**config.mk**
```make
export PLATFORM = sky130hd
export DESIGN_NAME = ui_debounce
export DESIGN_NICKNAME = d
export VERILOG_FILES = /design/src/rtl/ui_debounce.sv
export SDC_FILE = /design/constraint.sdc
export NUM_CORES = 1
export LEC_CHECK = 0
export ABC_AREA = 1
export CAP_MARGIN = 10
export CORE_ASPECT_RATIO = 0.5
export CORE_UTILIZATION = 37
export DETAILED_ROUTE_END_ITERATION = 7
export GPL_ROUTABILITY_DRIVEN = 0
export HOLD_SLACK_MARGIN = 0.08
export PLACE_DENSITY = 0.64
export SLEW_MARGIN = 20
export SYNTH_ARGS = -nofsm -noshare
export SYNTH_HDL_FRONTEND = slang
export SYNTH_SLANG_ARGS = --single-unit
```
**constraint.sdc**
```tcl
create_clock -name clk -period 6.4 [get_ports clk]
set_clock_uncertainty 0.1 [all_clocks]
set_input_delay 1.28 -clock clk [delete_from_list [all_inputs] [get_ports clk]]
set_output_delay 1.28 -clock clk [all_outputs]
set_load 0.005 [all_outputs]
```
**src/rtl/ui_debounce.sv**
```systemverilog
// Two-flop synchroniser followed by a per-bit debounce counter. Each bit keeps a
// registered clean level and produces registered single-cycle rise/fall pulses.
module ui_debounce #(
    parameter int unsigned WIDTH     = 8,
    parameter int unsigned DB_CYCLES = 4
) (
    input  logic             clk,
    input  logic             rst,
    input  logic             ena,
    input  logic [WIDTH-1:0] raw_in,
    output logic [WIDTH-1:0] clean_out,
    output logic [WIDTH-1:0] rise,
    output logic [WIDTH-1:0] fall,
    output logic             changed
);

    localparam logic [7:0] CNT_LAST = 8'(DB_CYCLES - 1);

    logic [WIDTH-1:0]      s1_q;
    logic [WIDTH-1:0]      s2_q;
    logic [WIDTH-1:0][7:0] cnt_q;
    logic [WIDTH-1:0][7:0] cnt_d;
    logic [WIDTH-1:0]      clean_q;
    logic [WIDTH-1:0]      clean_d;
    logic [WIDTH-1:0]      rise_q;
    logic [WIDTH-1:0]      rise_d;
    logic [WIDTH-1:0]      fall_q;
    logic [WIDTH-1:0]      fall_d;
    logic                  changed_q;
    logic                  changed_d;

    always_comb begin
        cnt_d   = '0;
        clean_d = clean_q;
        rise_d  = '0;
        fall_d  = '0;
        if (ena) begin
            for (int unsigned i = 0; i < WIDTH; i++) begin
                if (s2_q[i] == clean_q[i]) begin
                    cnt_d[i] = '0;
                end else if (cnt_q[i] == CNT_LAST) begin
                    clean_d[i] = s2_q[i];
                    rise_d[i]  = s2_q[i];
                    fall_d[i]  = ~s2_q[i];
                    cnt_d[i]   = '0;
                end else begin
                    cnt_d[i] = cnt_q[i] + 8'd1;
                end
            end
        end
        // Pulses and changed are registered together so they share one cycle.
        changed_d = |(rise_d | fall_d);
    end

    always_ff @(posedge clk or posedge rst) begin
        if (rst) begin
            s1_q      <= '0;
            s2_q      <= '0;
            cnt_q     <= '0;
            clean_q   <= '0;
            rise_q    <= '0;
            fall_q    <= '0;
            changed_q <= 1'b0;
        end else begin
            s1_q      <= raw_in;
            s2_q      <= s1_q;
            cnt_q     <= cnt_d;
            clean_q   <= clean_d;
            rise_q    <= rise_d;
            fall_q    <= fall_d;
            changed_q <= changed_d;
        end
    end

    assign clean_out = clean_q;
    assign rise      = rise_q;
    assign fall      = fall_q;
    assign changed   = changed_q;

endmodule

```
# After elaboration in Yosys (flattened, before gate mapping)

Index checks and enable logic that the tools add are counted.

$add $sub $neg: 8
Multiply operators: 0
Divide/modulo/power cells: 0
$lt $le $gt $ge: 0
Equal/unequal tests: 16
Shift operators: 0
Mux-type cells: 51
Bitwise logic cells: 17
Reduce and logical (&&, ||, !) cells: 9

Operator list:

| kind                                                            | number |
|---|---|
| 8-bit 2-to-1 mux                                                | 18 |
| 8-bit by 1-bit adder with 8-bit output, second input constant   | 8 |
| 8-bit by 2-bit == test with 1-bit output, second input constant | 8 |
| 64-bit 2-to-1 mux                                               | 1 |
| 1-bit 2-to-1 mux                                                | 32 |
| 3-bit AND reduction                                             | 8 |
| 1-bit inverter                                                  | 16 |
| 1-bit == test                                                   | 8 |
| 8-bit bitwise OR                                                | 1 |
| 8-bit OR reduction                                              | 1 |

Flip-flop bits (word level): 105
Latch bits: 0
Bits in writable memories: 0
Memory bits (read-only): 0
Input port bits: 11
Output and inout port bits: 25
Logic and storage cells: 122
Memories kept: 0

# Longest topological paths before layout

Gate-level depths: netlist (run 1).

Depth after elaboration: 6
Mapped depth: 8
Mapped depth without buffers: 8

# Worst setup path before layout (run 1)

OpenSTA, ideal clock, no wires.

Kind: in2reg
Start: input ena
End: register changed_q, in the netlist changed
Setup time: 0.119 ns
Arrival: 1.861 ns
Data required time: 6.181 ns
Slack: 4.320 ns
Stages on the path: 7
Buffers on the path: 1
Path through: buf_6 nand2_1 nor2_4 nand2_1 nand2_1 nor2_1 nand2_1

Word-level cells in the longest chain between the ends: 3
Elaborated cells on any way between the ends: 4
Those cells by class: 2 x mux; 1 x bitwise; 1 x reduce/logical

Ends and longest elaborated chain:

| what                   | RTL line | text |
|---|---|---|
| start, declared        | 9        | `input logic ena,` |
| 8-bit 2-to-1 mux       | 37       | `if (ena) begin` |
| 8-bit bitwise OR (*)   | 52       | `changed_d = \|(rise_d \| fall_d);` |
| 8-bit OR reduction (*) | 52       |  |
| net changed_d          | 30       | `logic changed_d;` |
| end signal, assigned   | 71       | `changed_q <= changed_d;` |
| end, declared          | 29       | `logic changed_q;` |

The timed path passes the listed nets; every way through them passes the cells marked *.
A chain may end at the register's enable or synchronous reset.

# Worst setup path after layout (run 1)

Start: register clean_q[4], in the netlist clean_out[4]
End: output clean_out[4]

RTL lines:

| what                   | RTL line | text |
|---|---|---|
| start, declared        | 23       | `logic [WIDTH-1:0] clean_q;` |
| start signal, assigned | 68       | `clean_q <= clean_d;` |
| end, declared          | 11       | `output logic [WIDTH-1:0] clean_out,` |

No word-level cell between the ends.

==> results of run 1 <==
[worst max path at each step]
stage,cells after the start,startpoint,slack (ps),endpoint
after floorplan,1,rst,2260,changed
after global placement,3,rst,3390,cnt_q[2]
after detailed placement,3,rst,3370,cnt_q[50]
after CTS,1,clean_out[4],3670,clean_out[4]
after global routing,3,rst,3580,cnt_q[51]
final,1,clean_out[4],3690,clean_out[4]
[final cells by class]
| class | instances | area share [%] |
|---|---|---|
| tap | 165 | 3.78 |
| inverter | 57 | 3.97 |
| timing repair buffer | 36 | 6.56 |
| multi-input combinational | 352 | 32.1 |
| clock buffer | 10 | 4.38 |
| clock inverter | 5 | 1.03 |
| sequential | 105 | 48.2 |
[logic make-up after synthesis]
family,after synthesis,synth area share (%)
AO/OA/AOI/OAI,42,5.16
XOR/XNOR,7,1.33
adder cells (fa/ha/maj),8,2.17
buffers and inverters,58,4.89
flip-flops,105,57.1
AND/OR/NAND/NOR,295,29.4
[through the flow]
step / cell area, µm² / hold slack [ps] / instances / util [%]
after CTS: 5460 / 252 / 730 / 45.5
final: 5460 / 248 / 730 / 45.5
after global routing: 5460 / 263 / 730 / 45.5
after floorplan: 4600 / 231 / 515 / -
after detailed placement: 5160 / 236 / 715 / 43.1
after global placement: 5160 / 233 / 715 / 43.1
[state kept, by name, indices dropped and copies added, names as in the netlist]
register	flops
changed	1
clean_out	8
cnt_q	64
fall	8
rise	8
s1_q	8
s2_q	8
[placed cells by master (no fill, tap or decap), drive strengths merged]
cell / synthesis / routed
clkinv: 0 / 3
clkbuf: 0 / 10
o21bai: 2 / 2
nor2: 137 / 137
o21ai: 10 / 10
dfrtp: 105 / 105
xnor2: 7 / 7
nand2: 84 / 84
o211ai: 6 / 6
nor3b: 6 / 6
a21oi: 22 / 22
inv: 57 / 57
clkinvlp: 0 / 1
ha: 8 / 8
buf: 1 / 1
bufinv: 0 / 1
clkdlybuf4s50: 0 / 35
nand3: 54 / 54
a31o: 2 / 2
nor3: 10 / 10
nand3b: 1 / 1
nand4: 3 / 3
[power groups by stage]
stage | combinational [W] | sequential [W] | clock (W)
after floorplan | 0.0000515 | 0.000701 | 0
after global placement | 0.0000763 | 0.000703 | 0
after detailed placement | 0.0000779 | 0.000703 | 0
after CTS | 0.0000779 | 0.000691 | 0.000566
after global routing | 0.0000876 | 0.000693 | 0.000592
final | 0.0000754 | 0.000691 | 0.000546
[synth_stat cells (3+ instances only)]
master / number / area share (%)
sky130_fd_sc_hd__a21oi_1: 22 / 2.4
sky130_fd_sc_hd__dfrtp_1: 105 / 57
sky130_fd_sc_hd__ha_1: 8 / 2.2
sky130_fd_sc_hd__inv_1: 55 / 4.5
sky130_fd_sc_hd__nand2_1: 77 / 6.3
sky130_fd_sc_hd__nand2_2: 5 / 0.68
sky130_fd_sc_hd__nand3_1: 53 / 5.8
sky130_fd_sc_hd__nand4_1: 3 / 0.41
sky130_fd_sc_hd__nor2_1: 127 / 10
sky130_fd_sc_hd__nor2_2: 3 / 0.41
sky130_fd_sc_hd__nor2_4: 6 / 1.5
sky130_fd_sc_hd__nor3_1: 10 / 1.1
sky130_fd_sc_hd__nor3b_2: 6 / 1.6
sky130_fd_sc_hd__o211ai_1: 6 / 0.98
sky130_fd_sc_hd__o21ai_0: 5 / 0.54
sky130_fd_sc_hd__o21ai_1: 5 / 0.54
sky130_fd_sc_hd__xnor2_1: 7 / 1.3
[routing by layer]
metal | track usage [%] | vias up | routed length [µm]
li1 | - | 1735 | -
met4 | 3.85 | 0 | 48
met3 | 4.65 | 4 | 305
met5 | 0 | - | 0
met2 | 21.7 | 54 | 3680
met1 | 17.0 | 1568 | 3850
==> results, run 1 <==
- The run finished with clean final reports.
- The global-route wire length before repair is 13,600 µm.
- Based on the critical path, the design can be clocked at up to 369 MHz.
- In the synthesized netlist the async set-or-reset flop fraction comes to 100%.
- The wire-length estimate of the detail-placed layout is 5630 µm.
- Counting every sink on the clock net gives 105.
- The via density per instance is 4.60.
- For the pin with the worst max-slew slack, the measured transition is 698 ps.
- The buffer and inverter count on the worst path is 1.
- Across all register-to-register paths, the minimum setup slack is 4960 ps.
- The number of fillers in the final layout is 1,146.
- In this run the clock root is driven by a sky130_fd_sc_hd__clkbuf_16.
- Across the VDD grid, the largest voltage drop is 0.121 mV.
- On the critical path, the stage with the largest delay is an instance of sky130_fd_sc_hd__clkdlybuf4s50_1.
- The count of final max-slew check failures is 0.
- The type of the setup path with the least slack is reg2out.
- The detail route stage leaves a number of antenna-violating nets equal to 0.
- Net switching is 22.3% of the power.
- After clock tree synthesis, the repair step resized 0 gates.
- The layout overhead on the synthesized area is 18.5%.
- The area of the multi-input gates is 1750 µm².
- The clock share of power is 41.6%.
- The summed negative setup slack over all endpoints is 0 ps.
- The relative contribution of sequential cells to total power is 52.7%.
- The area of the placeable core is 12,000 µm².
- The number of optimization iterations in the first detailed-route pass is 4.
- The worst-path maximum fanout is 4.
- Global routing used 13.4% of the available tracks.
- The TritonCTS buffer count is 9.
- Clock-pin slew was measured on the worst setup and hold paths at 70 ps.
- The most used flip-flop cell after synthesis is sky130_fd_sc_hd__dfrtp_1.
- The Yosys warning count is 0.
- The die area is 12,900 µm².
- The clock reaches the later pin of the worst-skew pair after 350 ps.
- The cell count after synthesis came out at 515.
- The first routing iteration left 171 violations.
- The startpoint of the tightest hold check path is s1_q[1].
- In this run the cell area of the synthesized design comes to 4600 µm².
- The depth of the most critical reg-to-reg path is 7.
- For this run, the register share of the synthesized area comes to 57.1%.
- After layout, the worst path uses 42.4% of the clock period.
- The aggregate global routing overflow is 0.
- The tightest min-delay check is of the reg2reg type.
- The reg-to-reg startpoint is cnt_q[0].
- The relative slew slack is 53.5%.
- The count of input and output buffers is 35.
- The critical path data arrival time is 1330 ps.
- Of the cells placed in the final design, the portion with a size suffix greater than 1 is 7.96%.
- Pin placement for this block handled 36 I/O pins.
- The initial standard-cell utilization of the core is 38.4%.
- The area taken by flip-flops and latches is 2630 µm².
- The number of antenna diodes is 0.
- For the finished layout, the period the worst path requires is 2710 ps.
- Broken down by cell family, the worst path's largest delay share belongs to buffers and inverters.
- The post-synthesis net count is 534.
- The cts-stage hold buffer count is 0.
- The number of hold-slack violations in the final timing report is 0.
- The number of nets in the finished design is 580.
- In this run the core area contains 28 standard-cell rows.
- The post-CTS setup-driven buffer insertion count is 0.
- Wires add up to 7890 µm.
- Measured along the x axis, the die boundary spans 160 µm.
- The mean routed wirelength per cell is 10.8 µm.
- Entering global routing, the biggest net connects 60 pins.
- Setup repair after global routing left no endpoint under its margin.
- The via count of the first global-routing pass was 3,028.
- The detailed router placed 3,361 vias in this run.
- In this design, the stage delay of the slowest critical-path cell is 540 ps.
- After layout, the worst setup slack is 3690 ps.
- The critical path goes through clkdlybuf4s50_1.
- The synthesized design contains 105 register bits.
- The remaining design rule violation count is 0.
- The number of buffers on the longest clock path is 2.
- The number of maximum-capacitance violations is 0.
- The worst hold path cell count is 0.
- The CTS tree is yes.
- The sort of element at the end of the critical path is an output port.
- In this run the static leakage power is 2.53 nW.
- The average instance area after synthesis is 8.94 µm².
- The total power per unit cell area is 240 nW/µm².
- The final-report setup violation count is 0.
- The deepest level of the CTS H-tree is 3.
- The worst slack at placement is 3370 ps.
- The total power draw is 0.00131 W.
- The number of library cell types mapped by synthesis is 25.
- The net switching power is 0.000292 W.
- In this run the critical register-to-register path is captured at changed.
- The height of the die is 80.9 µm.
- STA classifies the critical path startpoint as a register.
- Combinational logic is responsible for 5.8% of the overall power.
- The internal cell power is 0.00102 W.
- The worst endpoint required time is 5020 ps.
- For hold timing, the worst endpoint is s2_q[1].
- The number of antenna violations at the first check in global routing was 0.
- In this run, synthesis inferred 0 flip-flops with an integrated enable.
(Power assumes the default switching activity.)
==> inputs of run 2 (changes only) <==
clock period = 2.7 ns   (was 6.4 ns; I/O delays follow)
==> run 2 against run 1 <==
Effect of this change:
- combinational power grew to 2.5 times the previous value
- cell count is 0.41% higher
- critical path depth stayed put
- global-route usage is 0.12 points lower
- design area is 1.6% higher
- critical endpoint unchanged
- largest power group unchanged
- highest routed layer unchanged
==> results, run 2 (same netlist as run 1, synthesis figures left out) <==
- The run finished with clean final reports.
- The summed negative setup slack over all endpoints is 0 ps.
- The leakage power summed over all cells is 2.57 nW.
- The floorplan step set the die width to 160 µm.
- The reg2reg setup slack is 1290 ps.
- The worst pin sits at a relative slew slack of 57.0%.
- The final route contains 3,306 vias.
- The worst supply voltage drop on vdd is 0.312 mV.
- The number of antenna diodes in the final layout is 0.
- The via count of the first global-routing pass came to 2,990.
- Setup repair after global routing left no endpoint under its margin.
- The startpoint identified for the worst register-to-register timing path is cnt_q[32].
- The register with the most flip-flops in the layout has 64 of them.
- Timing would allow up to 509 MHz.
- The insertion delay to the later sink of the worst-skew pair is 340 ps.
- Summed over all nets, the half-perimeter wirelength after detailed placement is 5740 µm.
- The placed instances occupy a cell area of 5210 µm².
- The first global-routing pass estimated 13,500 µm of wire.
- The H-tree generated during clock tree synthesis spans 3 levels.
- The number of clock sinks is 105.
- The die area is 12,900 µm².
- The type of the tightest min-delay check is reg2reg.
- More flip-flops sit in one register than any other, and that register is cnt_q.
- The count of input and output buffers is 35.
- The worst setup path is captured at an output port.
- The depth of the most critical reg-to-reg path is 6.
- The post-CTS setup-driven buffer insertion count is 0.
- Global routing consumed, over all layers together, 13.2% of the routing resources.
- The critical path data arrival time is 1320 ps.
- The signal on the critical path passes through clkdlybuf4s50_1.
- The initial standard-cell utilization of the core is 38.4%.
- Pin placement for this block handled 36 I/O pins.
- On the final layout, the worst hold slack is 247 ps.
- TritonCTS built the clock tree.
- The instance count on the critical path is 1.
- The type of element launching the critical path is a register.
- The core utilization of the finished layout is 46.3%.
- The mean routed wirelength per cell is 10.9 µm.
- The number of antenna violations at the first check in global routing is 0.
- The overall routed net length is 8020 µm.
- The clock passes through at most 2 buffers.
- The critical path is of the reg2out type.
- The clock-pin slew on the worst setup and hold paths is 70 ps.
- The most common library cell in the layout ignoring fill and taps is sky130_fd_sc_hd__nor2_1.
- For this run, the slowest stage of the critical path takes 540 ps.
- For the worst setup path, the data required time is 2060 ps.
- The area of the placeable core is 12,000 µm².
- The remaining design rule violation count is 0.
- After routing the design area is 5540 µm².
- The top cell types in the final layout, fill and taps aside, are 127 x sky130_fd_sc_hd__nor2_1, 105 x sky130_fd_sc_hd__dfrtp_1, 77 x sky130_fd_sc_hd__nand2_1, 54 x sky130_fd_sc_hd__inv_1, 53 x sky130_fd_sc_hd__nand3_1.
- Measured along the y axis, the die boundary spans 80.9 µm.
- The share of final-layout standard cells stronger than drive strength 1 is 8.27%.
- For this block, the initial DRC count from the detailed router was 126.
- For the pin with the worst max-slew slack, the measured transition is 644 ps.
- Counting the buffers created by CTS gives 9.
- In this run the most critical hold path is launched from s1_q[3].
- The number of hold-slack violations in the final timing report is 0.
- The final-report setup violation count is 0.
- The layout overhead on the synthesized area is 20.4%.
- Of the available clock period, the critical path in the final layout requires 72.7%.
- The count of nets left with antenna violations once routing finished came out at 0.
- Along the worst path, the maximum fanout reaches 4.
- Entering global routing, the biggest net connects 32 pins.
- The clock root buffer master is sky130_fd_sc_hd__clkbuf_16.
- The number of nets in the finished design is 582.
- In this run, post-CTS hold repair placed 0 buffers.
- In this run, post-CTS repair resized a total of 0 instances.
- The worst hold path cell count is 0.
- The number of maximum-capacitance violations is 0.
- The number of optimization iterations in the first detailed-route pass is 5.
- The path with the worst hold slack has its endpoint at s2_q[3].
- The via density per instance is 4.51.
- The cell with the biggest individual delay on the critical path is sky130_fd_sc_hd__clkdlybuf4s50_1.
- The worst register-to-register path ends at cnt_q[34].
- Row generation in the floorplan step produced 28 rows.
- The family of cells with the greatest summed delay on the critical path is buffers and inverters.
- The worst path needs 1960 ps of the cycle, external delays included.
- Summed over all layers, the global routing overflow is 0.
- The count of final max-slew check failures is 0.
- Together, buffers and inverters on the worst path number 1.
- For this design the ratio of total power to cell area is 585 nW/µm².
==> run 2: worst max path at each step <==
stage | from | end | slack [ps]
6_report | clean_out[4] | clean_out[4] | 740
3_5_place_dp | ena | clean_out[6] | 460
3_3_place_gp | ena | changed | 510
5_1_grt | clean_out[4] | clean_out[4] | 680
4_1_cts | clean_out[4] | clean_out[4] | 710
2_1_floorplan | rst | changed | 800
==> run 2: cell type report <==
type / count / area (µm²)
repair buffers: 38 / 410
inverters: 57 / 218
flip-flops and latches: 105 / 2630
clock buffers: 12 / 256
clock inverters: 4 / 73.8
well taps: 165 / 206
multi-input cells: 352 / 1750
fillers: 1120 / 6440
==> run 2: power by group <==
part / total [W] / internal (W) / leakage (nW) / switching [W]
sequential: 0.00164 / 0.00161 / 1.41 / 0.0000283
clock: 0.00142 / 0.000865 / 0.163 / 0.000553
combinational: 0.000190 / 0.0000785 / 0.995 / 0.000111
==> run 2: worst reg2reg max path: stages, from the launching register on <==
cell,delay (ps)
sky130_fd_sc_hd__dfrtp_1,410
sky130_fd_sc_hd__ha_1,250
sky130_fd_sc_hd__nand2_1,100
sky130_fd_sc_hd__nor2_1,60
sky130_fd_sc_hd__inv_1,150
sky130_fd_sc_hd__nand2_2,120
sky130_fd_sc_hd__nor3b_2,160
==> run 2: metal layers <==
layer	part of all wire [%]	track usage, %	up-vias
met5	0	0	-
li1	-	-	1736
met2	46	22.1	34
met4	1.3	4.62	0
met1	49	16.9	1526
met3	2.8	3.42	10
==> run 2: per-stage QoR <==
step,std cells,power [W],setup slack (ps)
finish,733,0.00325,736
global route,733,0.00337,682
CTS,733,0.00329,712
detailed placement,717,0.00186,461
global placement,717,0.00186,506
floorplan,515,0.00178,800
==> inputs of run 3 (changes only) <==
clock period = 1.85 ns   (was 2.7 ns; I/O delays follow)
==> run 3 against run 2 <==
Effect of this change:
- register-to-register slack worse by 840 ps
- core utilization decreased by 0.18 points
- design area fell by 0.38%
- total power increased by 35%
- die area is the same
- sequential power is 46% higher
- clock power is 21% higher
- via count increased by 3.3%
- worst setup slack got worse by 650 ps
- flip-flop and latch count did not move
- first-iteration DRC count up 43%
- highest routed layer unchanged
==> results, run 3 (same netlist as run 1, synthesis figures left out) <==
- The flow ran to the end, and the final reports show no timing, DRC or antenna violations.
- The clock passes through at most 2 buffers.
- After detailed routing, the number of remaining DRC violations is 0.
- In this run the post-CTS setup repair buffer count came out at 0.
- The startpoint of the tightest hold check path is s1_q[1].
- The final critical path time including I/O delays and setup is 1770 ps.
- Summing all multi-input logic gate instances after layout gives 1750 µm².
- The number of maximum-capacitance violations is 0.
- The worst supply voltage drop on vdd is 0.388 mV.
- The number of antenna diodes is 0.
- In this run the power density over the cells is 795 nW/µm².
- For this design the static power due to leakage is 2.55 nW.
- For this run the aggregate overflow at the end of global routing stands at 0.
- The deepest level of the CTS H-tree is 3.
- For hold timing, the worst endpoint is s2_q[1].
- Setup repair after global routing left no endpoint under its margin.
- The number of nets in the finished design is 588.
- In the final layout, flip-flops and latches occupy 2630 µm².
- The longest individual stage delay on the worst path is 540 ps.
- The layout overhead on the synthesized area is 19.9%.
- The final critical path takes up 95.6% of the cycle.
- The largest net degree at the start of global routing is 34.
- In this run, CTS created clock tree buffers numbering 9.
- The die is 160 µm wide.
- The sum of met2 wire segment lengths after detailed routing is 3860 µm.
- The design draws 0.00439 W.
- After detailed routing, the number of vias per cell comes to 4.63.
- The number of clock sinks is 105.
- The worst pin sits at a relative slew slack of 75.0%.
- The worst endpoint required time is 1380 ps.
- The met3 layer wire length in the routed design is 276 µm.
- The mean routed wirelength per cell is 11.0 µm.
- 36 I/O pins were placed.
- The initialized floorplan defines 28 standard-cell rows.
- In the layout the commonest cells are 127 x sky130_fd_sc_hd__nor2_1, 105 x sky130_fd_sc_hd__dfrtp_1, 77 x sky130_fd_sc_hd__nand2_1, 54 x sky130_fd_sc_hd__inv_1, 53 x sky130_fd_sc_hd__nand3_1.
- The total via count after detailed routing is 3,416.
- The final layout contains routed wiring with a total length of 8110 µm.
- The worst setup path is captured at an output port.
- The depth of the most critical reg-to-reg path is 7.
- Traced cell by cell, the critical path runs through clkdlybuf4s50_1.
- The tightest hold margin is 251 ps.
- The critical path is of the reg2out type.
- The cts-stage hold buffer count is 0.
- The area of the placeable core is 12,000 µm².
- The final-report setup violation count is 0.
- At the later pin of the worst-skew pair, clock insertion delay measures 340 ps.
- The critical path data arrival time is 1300 ps.
- Along the worst path, the maximum fanout reaches 4.
- The pre-antenna-repair detailed-routing pass consisted of 4 iterations.
- The number of antenna violations at the first check in global routing is 0.
- The count of input and output buffers is 35.
- The first global-routing pass estimated 13,900 µm of wire.
- The buffer and inverter count on the worst path is 1.
- For flop-to-flop paths, the worst setup slack is 450 ps.
- Among all stages on the critical path, the largest delay is contributed by sky130_fd_sc_hd__clkdlybuf4s50_1.
- The type of the tightest min-delay check is reg2reg.
- The share of final-layout standard cells stronger than drive strength 1 is 8.90%.
- The family of cells with the greatest summed delay on the critical path is buffers and inverters.
- The via count of the first global-routing pass is 3,189.
- The clock root buffer master is sky130_fd_sc_hd__clkbuf_16.
- After detailed placement, the total cell area comes to 5260 µm².
- For the pin with the worst max-slew slack, the measured transition is 374 ps.
- Once detail routing completed, the nets flagged for antenna violations numbered 0.
- After filler insertion, the fill cell instance count of the layout stands at 1,132.
- For this configuration, the core starts out at a cell density of 38.4%.
- The final design area excluding fillers is 5520 µm².
- The detailed router finished its first iteration with 180 violations.
- In this run the top signal layer used is met4.
- The type of element launching the critical path is a register.
- The estimated wirelength of the detail-placed design is 5950 µm.
- The die area is 12,900 µm².
- The worst register-to-register path ends at changed.
- The total global routing track utilization is 13.6%.
- The reg-to-reg startpoint is cnt_q[16].
- The flip-flop count of the largest register, all copies and words added is 64.
- The worst hold path cell count is 0.
- TritonCTS built the clock tree.
- After clock tree synthesis, the clock-pin slew on the worst setup and hold paths is 70 ps.
- The height of the die is 80.9 µm.
- The number of gates resized after CTS is 0.
- Based on the critical path, the design can be clocked at up to 565 MHz.
- More flip-flops sit in one register than any other, and that register is cnt_q.
- The number of hold-slack violations in the final timing report is 0.
- The count of final max-slew check failures is 0.
- The total routed wire length on the met1 layer is 3880 µm.
- The summed negative setup slack over all endpoints is 0 ps.
- The most common library cell in the layout ignoring fill and taps is sky130_fd_sc_hd__nor2_1.
## run 3: cell count changes in the layout (fill, tap and decap cells not counted), moves of 2 or more
cell / delta
sky130_fd_sc_hd__bufinv_16: -2
sky130_fd_sc_hd__buf_4: +6
sky130_fd_sc_hd__clkinvlp_4: +3
sky130_fd_sc_hd__clkbuf_8: -2
## run 3: area by class of cell
cell class	count	area share [%]
Timing Repair Buffer	44	8.25
Multi-Input combinational cell	352	31.7
Clock buffer	11	4.21
Sequential cell	105	47.6
Inverter	57	3.94
Clock inverter	4	0.566
Tap cell	165	3.74
## run 3: per-stage QoR
| step | cells | setup WS (ps) | utilization [%] |
|---|---|---|---|
| 2_1_floorplan | 515 | 120 | - |
| 3_3_place_gp | 723 | 82.7 | 43.9 |
| 3_5_place_dp | 723 | 61.1 | 43.9 |
| 4_1_cts | 738 | 56.1 | 46.1 |
| 5_1_grt | 738 | 14.6 | 46.1 |
| 6_report | 738 | 81.4 | 46.1 |
## run 3: worst max path at each step
stage	from	end	slack [ps]	depth (start not counted)
2_1_floorplan	rst	changed	120	1
4_1_cts	clean_out[4]	clean_out[4]	60	1
5_1_grt	clean_out[4]	clean_out[4]	10	1
3_5_place_dp	ena	cnt_q[22]	60	6
3_3_place_gp	ena	changed	80	8
6_report	clean_out[4]	clean_out[4]	80	1
## run 3: routing by layer
layer	vias to the layer above	GRT usage (%)
met5	-	0
met4	0	4.42
met3	10	3.68
met2	44	23.9
met1	1604	16.5
li1	1758	-
## run 3: power breakdown
| group | switching, W | total (W) | internal (W) |
|---|---|---|---|
| clock network | 0.000807 | 0.00172 | 0.000908 |
| logic | 0.000164 | 0.000286 | 0.000123 |
| registers | 0.0000406 | 0.00239 | 0.00235 |
